--- src/rtl/riscv_pkg.sv ---
// Shared RV32 decode constants and types for the ALU issue slice.
// Contents:
//   t_alu          - operation code driven to the external ALU
//   t_issue_state  - issue controller states (IDLE, EXEC, WB)
//   OP_REG/OP_IMM  - major opcodes for R-type and I-type integer ops
//   F3_/F7_        - funct3/funct7 values that select ADD and SUB
//   reg_in_range   - checks a register index against the configured file size
package riscv_pkg;

  typedef enum logic [1:0] {
    ALU_ADD = 2'd0,
    ALU_SUB = 2'd1
  } t_alu;

  typedef enum logic [1:0] {
    IDLE = 2'd0,
    EXEC = 2'd1,
    WB   = 2'd2
  } t_issue_state;

  localparam logic [6:0] OP_REG     = 7'b0110011;
  localparam logic [6:0] OP_IMM     = 7'b0010011;
  localparam logic [2:0] F3_ADD_SUB = 3'b000;
  localparam logic [6:0] F7_ADD     = 7'b0000000;
  localparam logic [6:0] F7_SUB     = 7'b0100000;

  // RV32E only has 16 registers, so indices 16..31 must be rejected there.
  function automatic logic reg_in_range(input logic [4:0] idx, input int unsigned num_regs);
    return 32'(idx) < num_regs;
  endfunction

endpackage

--- src/rtl/regfile_2r1w.sv ---
// Architectural register file: two combinational read ports, one
// synchronous write port. x0 always reads zero and ignores writes.
// Ports:
//   clk_i, rst_i        - clock, synchronous active-high reset (clears all)
//   raddr1_i, raddr2_i  - read indices
//   rdata1_o, rdata2_o  - read data, combinational
//   we_i, waddr_i, wdata_i - write enable, index, data (applied on clk_i rise)
module regfile_2r1w #(
  parameter int NUM_REGS = 32
) (
  input  logic        clk_i,
  input  logic        rst_i,
  input  logic [4:0]  raddr1_i,
  input  logic [4:0]  raddr2_i,
  output logic [31:0] rdata1_o,
  output logic [31:0] rdata2_o,
  input  logic        we_i,
  input  logic [4:0]  waddr_i,
  input  logic [31:0] wdata_i
);

  localparam int AW = $clog2(NUM_REGS);

  logic [31:0] regs_q [NUM_REGS];
  logic [31:0] regs_d [NUM_REGS];

  // Indices are truncated to the file size; the issue logic never lets an
  // out-of-range index reach a legal instruction.
  assign rdata1_o = (raddr1_i == 5'd0) ? 32'd0 : regs_q[raddr1_i[AW-1:0]];
  assign rdata2_o = (raddr2_i == 5'd0) ? 32'd0 : regs_q[raddr2_i[AW-1:0]];

  always_comb begin
    regs_d = regs_q;
    if (we_i && (waddr_i != 5'd0)) begin
      regs_d[waddr_i[AW-1:0]] = wdata_i;
    end
  end

  always_ff @(posedge clk_i) begin
    if (rst_i) begin
      regs_q <= '{default: 32'd0};
    end else begin
      regs_q <= regs_d;
    end
  end

endmodule

--- src/rtl/alu_issue.sv ---
// Single-issue front end for an external ADD/SUB ALU. Decodes one RV32
// instruction at a time, reads operands, hands them to the ALU, and
// writes the ALU result back three cycles after acceptance.
// Ports:
//   clk_i, rst_i             - clock, synchronous active-high reset
//   instr_i, instr_valid_i   - instruction word and its valid strobe
//   instr_ready_o            - high in IDLE when not in reset
//   op_o, src1_o, src2_o     - registered ALU operation and operands
//   result_i                 - combinational ALU result
//   wb_valid_o, wb_rd_o, wb_data_o - write-back pulse, index and data
//   illegal_o                - one-cycle pulse after a rejected instruction
// Configuration macro:
//   ALU_ISSUE_ADDI_EN - when defined, ADDI is decoded with a sign-extended
//                       immediate; otherwise ADDI is rejected as illegal.
module alu_issue
  import riscv_pkg::*;
#(
  parameter int NUM_REGS = 32
) (
  input  logic        clk_i,
  input  logic        rst_i,
  input  logic [31:0] instr_i,
  input  logic        instr_valid_i,
  output logic        instr_ready_o,
  output t_alu        op_o,
  output logic [31:0] src1_o,
  output logic [31:0] src2_o,
  input  logic [31:0] result_i,
  output logic        wb_valid_o,
  output logic [4:0]  wb_rd_o,
  output logic [31:0] wb_data_o,
  output logic        illegal_o
);

  logic [6:0] opcode, funct7;
  logic [2:0] funct3;
  logic [4:0] rd, rs1, rs2;
  logic [31:0] rs1_data, rs2_data;

  logic        accept, dec_legal;
  t_alu        dec_op;
  logic [31:0] dec_src2;

  t_issue_state state_q, state_d;
  t_alu         op_q, op_d;
  logic [31:0]  src1_q, src1_d, src2_q, src2_d;
  logic [4:0]   rd_q, rd_d, wb_rd_q, wb_rd_d;
  logic [31:0]  wb_data_q, wb_data_d;
  logic         wb_valid_q, wb_valid_d, illegal_q, illegal_d;

  assign opcode = instr_i[6:0];
  assign rd     = instr_i[11:7];
  assign funct3 = instr_i[14:12];
  assign rs1    = instr_i[19:15];
  assign rs2    = instr_i[24:20];
  assign funct7 = instr_i[31:25];

  assign instr_ready_o = (state_q == IDLE) && !rst_i;
  assign accept        = instr_valid_i && instr_ready_o;

  // The register file is written while in WB, so an instruction accepted
  // the following cycle already reads the new value.
  regfile_2r1w #(.NUM_REGS(NUM_REGS)) u_regfile (
    .clk_i    (clk_i),
    .rst_i    (rst_i),
    .raddr1_i (rs1),
    .raddr2_i (rs2),
    .rdata1_o (rs1_data),
    .rdata2_o (rs2_data),
    .we_i     (state_q == WB),
    .waddr_i  (wb_rd_q),
    .wdata_i  (wb_data_q)
  );

`ifdef ALU_ISSUE_ADDI_EN
  logic [31:0] imm;
  assign imm = {{20{instr_i[31]}}, instr_i[31:20]};
`endif

  // Decode; rs2 is range-checked only for R-type since ADDI reuses those
  // bits as immediate.
  always_comb begin
    dec_legal = 1'b0;
    dec_op    = ALU_ADD;
    dec_src2  = rs2_data;
    if (opcode == OP_REG && funct3 == F3_ADD_SUB && funct7 == F7_ADD) begin
      dec_legal = 1'b1;
    end else if (opcode == OP_REG && funct3 == F3_ADD_SUB && funct7 == F7_SUB) begin
      dec_legal = 1'b1;
      dec_op    = ALU_SUB;
    end
`ifdef ALU_ISSUE_ADDI_EN
    else if (opcode == OP_IMM && funct3 == F3_ADD_SUB) begin
      dec_legal = 1'b1;
      dec_src2  = imm;
    end
`endif
    if (!reg_in_range(rd, NUM_REGS) || !reg_in_range(rs1, NUM_REGS)) begin
      dec_legal = 1'b0;
    end
    if (opcode == OP_REG && !reg_in_range(rs2, NUM_REGS)) begin
      dec_legal = 1'b0;
    end
  end

  // Issue sequencing: IDLE accepts, EXEC waits for the ALU, WB retires.
  always_comb begin
    state_d    = state_q;
    op_d       = op_q;
    src1_d     = src1_q;
    src2_d     = src2_q;
    rd_d       = rd_q;
    wb_valid_d = 1'b0;
    wb_rd_d    = wb_rd_q;
    wb_data_d  = wb_data_q;
    illegal_d  = 1'b0;
    case (state_q)
      IDLE: begin
        if (accept) begin
          if (dec_legal) begin
            state_d = EXEC;
            op_d    = dec_op;
            src1_d  = rs1_data;
            src2_d  = dec_src2;
            rd_d    = rd;
          end else begin
            illegal_d = 1'b1;
          end
        end
      end
      EXEC: begin
        state_d    = WB;
        wb_valid_d = 1'b1;
        wb_rd_d    = rd_q;
        wb_data_d  = result_i;
      end
      WB:      state_d = IDLE;
      default: state_d = IDLE;
    endcase
  end

  always_ff @(posedge clk_i) begin
    if (rst_i) begin
      state_q    <= IDLE;
      op_q       <= ALU_ADD;
      src1_q     <= 32'd0;
      src2_q     <= 32'd0;
      rd_q       <= 5'd0;
      wb_valid_q <= 1'b0;
      wb_rd_q    <= 5'd0;
      wb_data_q  <= 32'd0;
      illegal_q  <= 1'b0;
    end else begin
      state_q    <= state_d;
      op_q       <= op_d;
      src1_q     <= src1_d;
      src2_q     <= src2_d;
      rd_q       <= rd_d;
      wb_valid_q <= wb_valid_d;
      wb_rd_q    <= wb_rd_d;
      wb_data_q  <= wb_data_d;
      illegal_q  <= illegal_d;
    end
  end

  assign op_o       = op_q;
  assign src1_o     = src1_q;
  assign src2_o     = src2_q;
  assign wb_valid_o = wb_valid_q;
  assign wb_rd_o    = wb_rd_q;
  assign wb_data_o  = wb_data_q;
  assign illegal_o  = illegal_q;

endmodule

--- config.mk ---
export PLATFORM = sky130hd
export DESIGN_NAME = alu_issue
export DESIGN_NICKNAME = d
export VERILOG_FILES = /design/src/rtl/riscv_pkg.sv /design/src/rtl/regfile_2r1w.sv /design/src/rtl/alu_issue.sv
export SDC_FILE = /design/constraint.sdc
export NUM_CORES = 2
export LEC_CHECK = 0
export CORE_MARGIN = 2
export CORE_UTILIZATION = 51
export CTS_BUF_LIST = sky130_fd_sc_hd__clkbuf_2
export DETAILED_ROUTE_END_ITERATION = 6
export GPL_TIMING_DRIVEN = 0
export PLACE_DENSITY_LB_ADDON = 0.3
export SLEW_MARGIN = 20
export SYNTH_ARGS = -nofsm -noshare
export SYNTH_HDL_FRONTEND = slang
export SYNTH_HIERARCHICAL = 1
export SYNTH_SLANG_ARGS = --single-unit
--- constraint.sdc ---
create_clock -name clk_i -period 6.7 [get_ports clk_i]
set_input_delay 1.34 -clock clk_i [delete_from_list [all_inputs] [get_ports clk_i]]
set_output_delay 1.34 -clock clk_i [all_outputs]
set_load 0.01 [all_outputs]
## After elaboration in Yosys (flattened, before gate mapping)

Cells that the tools add are included.

- Magnitude comparators: 4
- Equal/unequal tests: 6
- Mux-type cells: 20
- Bitwise logic cells: 5
- Reduce and logical (&&, ||, !) cells: 17

Operators by type and width:

| cell | number |
|---|---|
| 1024-bit bitwise mux | 1 |
| 32-bit binary-select mux with 5-bit select | 2 |
| 32-bit two-way mux | 7 |
| 32-bit demux with 5-bit select | 1 |
| 6-bit >= comparator (second input constant) | 3 |
| 5-bit NOT with 6-bit output | 3 |
| 7-bit by 6-bit equality test with 1-bit output (second input constant) | 2 |
| 5-bit logical NOT | 2 |
| 1-bit logical AND | 7 |
| 7-bit logical NOT | 1 |
| 6-bit by 1-bit less-than comparator with 1-bit output (second input constant) | 1 |
| 1-bit two-way mux | 6 |
| 5-bit nonzero test | 1 |
| 2-bit two-way mux | 2 |
| 2-bit inequality test (second input constant) | 2 |
| 2-bit case mux with 2 select lines | 1 |
| 3-bit logical NOT | 1 |
| 3-bit AND reduction | 1 |
| 3-bit OR reduction | 1 |
| 2-bit by 1-bit equality test with 1-bit output (second input constant) | 1 |
| 2-bit equality test (second input constant) | 1 |
| 2-bit logical NOT | 1 |
| 1-bit NOT | 2 |
| 2-bit AND reduction | 1 |
| 1-bit logical NOT | 1 |

- Register bits after elaboration: 1,136
- Bits of input ports: 67
- Output and inout bits: 106
- Word-level logic and storage cells: 93

## Depth between registers and ports, before layout

- Depth in word-level cells: 8
- Gate-level depth with buffers: 10
- Gate-level depth less buffers: 6

## Cells and area by module

The synthesis kept the hierarchy.

By module, submodules not included:

| module | instances | cells each | area an instance (um2) | sequential area each (um2) |
|---|---|---|---|---|
| regfile_2r1w | 1 | 5,860 | 51,592.0 | 20,499.7 |
| alu_issue | 1 | 485 | 4,694.5 | 2,222.1 |

## Worst setup path before layout

Ideal clock, no wire load.

- Path type: in2out
- From: input rst_i
- To: output instr_ready_o
- Data arrival time: 1.707 ns
- Data required time: 5.360 ns
- Setup slack: 3.653 ns
- Stages: 2
- Path buffers: 1
- Path through: buf_2 > nor3_2

- Cells in the longest elaborated chain, start to end: 2

RTL lines:

| item | line | source |
|---|---|---|
| start: declaration | alu_issue.sv:21 | `input logic rst_i,` |
| 1-bit logical NOT | alu_issue.sv:58 | `assign instr_ready_o = (state_q == IDLE) && !rst_i;` |
| 1-bit logical AND | alu_issue.sv:58 |  |
| end: declaration | alu_issue.sv:24 | `output logic instr_ready_o,` |

No other way between the ends.

## Worst setup path in the final report

- From: register wb_data_q[18], in the netlist wb_data_o[18]
- To: output wb_data_o[18]

RTL lines:

| item | line | source |
|---|---|---|
| start: declaration | alu_issue.sv:48 | `logic [31:0] wb_data_q, wb_data_d;` |
| start signal: assignment | alu_issue.sv:161 | `wb_data_q <= wb_data_d;` |
| end: declaration | alu_issue.sv:31 | `output logic [31:0] wb_data_o,` |

No word-level cell between the ends.

==> metrics <==
Seq/Total Area, Yosys=40.4%; CP peak stage delay=0.95 ns; DR WL/cell=29.8 microns; postcts setup bufs=0; YS warnings=6; post-CTS sizing=0; I/O pin count=~170; Die Ht=336 microns; Levels on crit path=1; Die Width=336 microns; hold path depth=3; slowest cell on the critical path=dfxtp_1; CP arrival=roughly 3.3 ns; Max-cap violations=0; final WL=approximately 250 mm; Hold Path Class=primary input to register; WP buf/inv=1; Startpoint Class=register; xor and xnor area share after synthesis=0%; core area=0.109 sq mm; clock tree sinks=1135; Yosys top cell area share=40.4%; failing checks=design-rule violations; crit path max fanout=6; final slew viol count=0; Max Clock Freq=~220 MHz; Cells after Synth=6345; final instance area=0.0624 sq mm; WP data required=5.36 ns; P per Cell Area=203 mW/mm^2; CP top delay family=flip-flops; die area=0.113 sq mm; total gr overflow=0; Mapped Nets=approximately 6400; global placement routability congestion=between 1 and 1.5; CP Cell Sequence=clkdlybuf4s50_1; status=finished with violations; via count=55800; final clock skew=0.167 ns; Min Clock Period, post-route=4.64 ns; Initial DRT Pass Iterations=7; Initial Utilization=51.6%; CTS tree=yes; antenna violations before repair=5; hold_buf cts=0; Total Negative Setup Slacks=0 ns; Setup violations, final=0; Slew @ Worst Pin=1.28 ns; Tcrit/Tclk final=69.3%; mux cell area share after synthesis=22.7%; Clock Tree Buf Depth=4; P_leak=0.0202 uW; Tot GR Track Use=43.6%; Design Power=12700 uW; H-Tree Depth=5; Avg Inst Size Synth=slightly below 9 sq um; commonest non-fill, non-tap cell in the layout=nand2_1; unrepaired setup endpoints after global routing=no; # port buffers=roughly 160; Synth Area in Compound Gates=13.8%; wire length of the first global-routing pass=352 mm; Via density=~6.6; Yosys reg bits=1135; antenna viol nets, final=0; worst-skew pair later-pin latency=1.67 ns; Initial DRC Count=9677; row cnt=approximately 120; Yosys cell types=48; Final Hold Viols=0; area delta synth->final=10.8%; CP Class=register to primary output; CTS root buf=clkbuf_2; Detail Placement HPWL=187 mm; Worst setup EP type=primary output; simple-gate share of the synthesized area=between 15 and 20%; CTS buffer count=317; nets=~6900; Adder-Cell Fraction of Synth Area=0%; peak supply drop=approximately 0.13 mV; Reg clk slew, reported paths=~0.1 ns; layout cells sized above 1=16.9%; top post-synthesis cells by area=dfxtp_1, mux4_2, nand2_1; main combinational cell family by area after synthesis=multiplexers; most frequent cells in the layout=nand2_1, dfxtp_1, a21oi_1; drc violations=4; Synth Cell Area=approximately 0.056 sq mm; number of global-route vias before repair=51500; Yosys top cell by area=dfxtp_1; slew margin rel.=14.1%; R2R depth=7; largest net degree at the start of global routing=17; Area after DPL=0.0598 sq mm
==> sequential cells by signal, summed over array words and instances, names as in the netlist, 2 cells and up <==
register	count
u_regfile/regs_q	1024
src1_o	32
src2_o	32
wb_data_o	32
rd_q	5
wb_rd_o	5
state_q	2
==> cells in the mapped netlist (all sizes together) <==
| master | instances |
|---|---|
| clkbuf | 480 |
| conb | 1 |
| o21ai | 112 |
| nor4 | 2 |
| mux2 | 64 |
| nand4 | 4 |
| a211oi | 64 |
| nor4b | 1 |
| nand2 | 2107 |
| and4bb | 5 |
| nand2b | 151 |
| dfxtp | 1135 |
| mux4 | 448 |
| a221oi | 48 |
| a311oi | 64 |
| nand4b | 3 |
| or3 | 4 |
| nor3 | 8 |
| nor2b | 105 |
| or4b | 1 |
| and4b | 1 |
| or2 | 3 |
| nor2 | 30 |
| inv | 2 |
| o2111ai | 16 |
| nor3b | 2 |
| buf | 178 |
| or3b | 2 |
| and2 | 5 |
| mux2i | 198 |
| a21oi | 1029 |
| nand3 | 4 |
| a22oi | 64 |
| or4 | 2 |
| nand4bb | 2 |
==> logic make-up after synthesis <==
group,Yosys count
simple gates,2442
compound gates,1397
flops,1135
mux,710
buf+inv,660
other cells,1
==> where the power goes <==
part | internal, uW | switching [uW] | total (uW)
logic | 275 | 773 | 1050
clock network | 1890 | 3020 | 4900
registers | 6740 | 0.0686 | 6740
==> per-stage QoR <==
| stage | cells | utilization [%] | setup slack, ns | hold slack [ns] |
|---|---|---|---|---|
| 2_1_floorplan | 6345 | - | 3.65 | 0.432 |
| 3_3_place_gp | 7983 | 54.7 | 1.39 | 0.446 |
| 3_5_place_dp | 7985 | 54.8 | 1.43 | 0.452 |
| 4_1_cts | 8488 | 57.1 | 1.95 | 0.130 |
| 5_1_grt | 8489 | 57.1 | 2.07 | 0.218 |
| 6_report | 8494 | 57.2 | 2.06 | 0.205 |
==> worst register-to-register path, stage by stage, from the launching register on <==
cell and delay (ns):
dfxtp_1 0.37, nor2b_1 0.50, buf_2 0.30, nand4b_1 0.50, nor3_1 1.14, clkbuf_1 0.63, nand2_1 0.12, a21oi_1 0.15
==> metal layers <==
metal | routed length, microns | vias to the layer above | track usage [%]
li1 | - | 23200 | -
met1 | 89100 | 26700 | 55.2
met2 | 101000 | 4832 | 59.6
met3 | 38800 | 1035 | 15.7
met4 | 24000 | 4 | 35.5
met5 | 26 | - | 0.0426
==> path summary, 6_finish.rpt <==
kind / start / to / slack (ns)
worst max-delay path: wb_data_o[18] / wb_data_o[18] / 2.06
worst min-delay path: result_i[7] / wb_data_o[7] / 0.21
worst max register to register: state_q[0] / u_regfile/regs_q[803] / 2.76
worst min register to register: rd_q[3] / wb_rd_o[3] / 0.42
==> final cells by class <==
class                           count  area [sq um]
Fill cell                       10100         46800
Multi-Input combinational cell   4550         30700
Sequential cell                  1135         22700
Buffer                            658          2920
Clock buffer                      451          2260
Tap cell                         1476          1850
Timing Repair Buffer              164          1640
Clock inverter                     52           300
Antenna cell                        6          15.0
Inverter                            2          7.51
(Power assumes the default switching activity.)
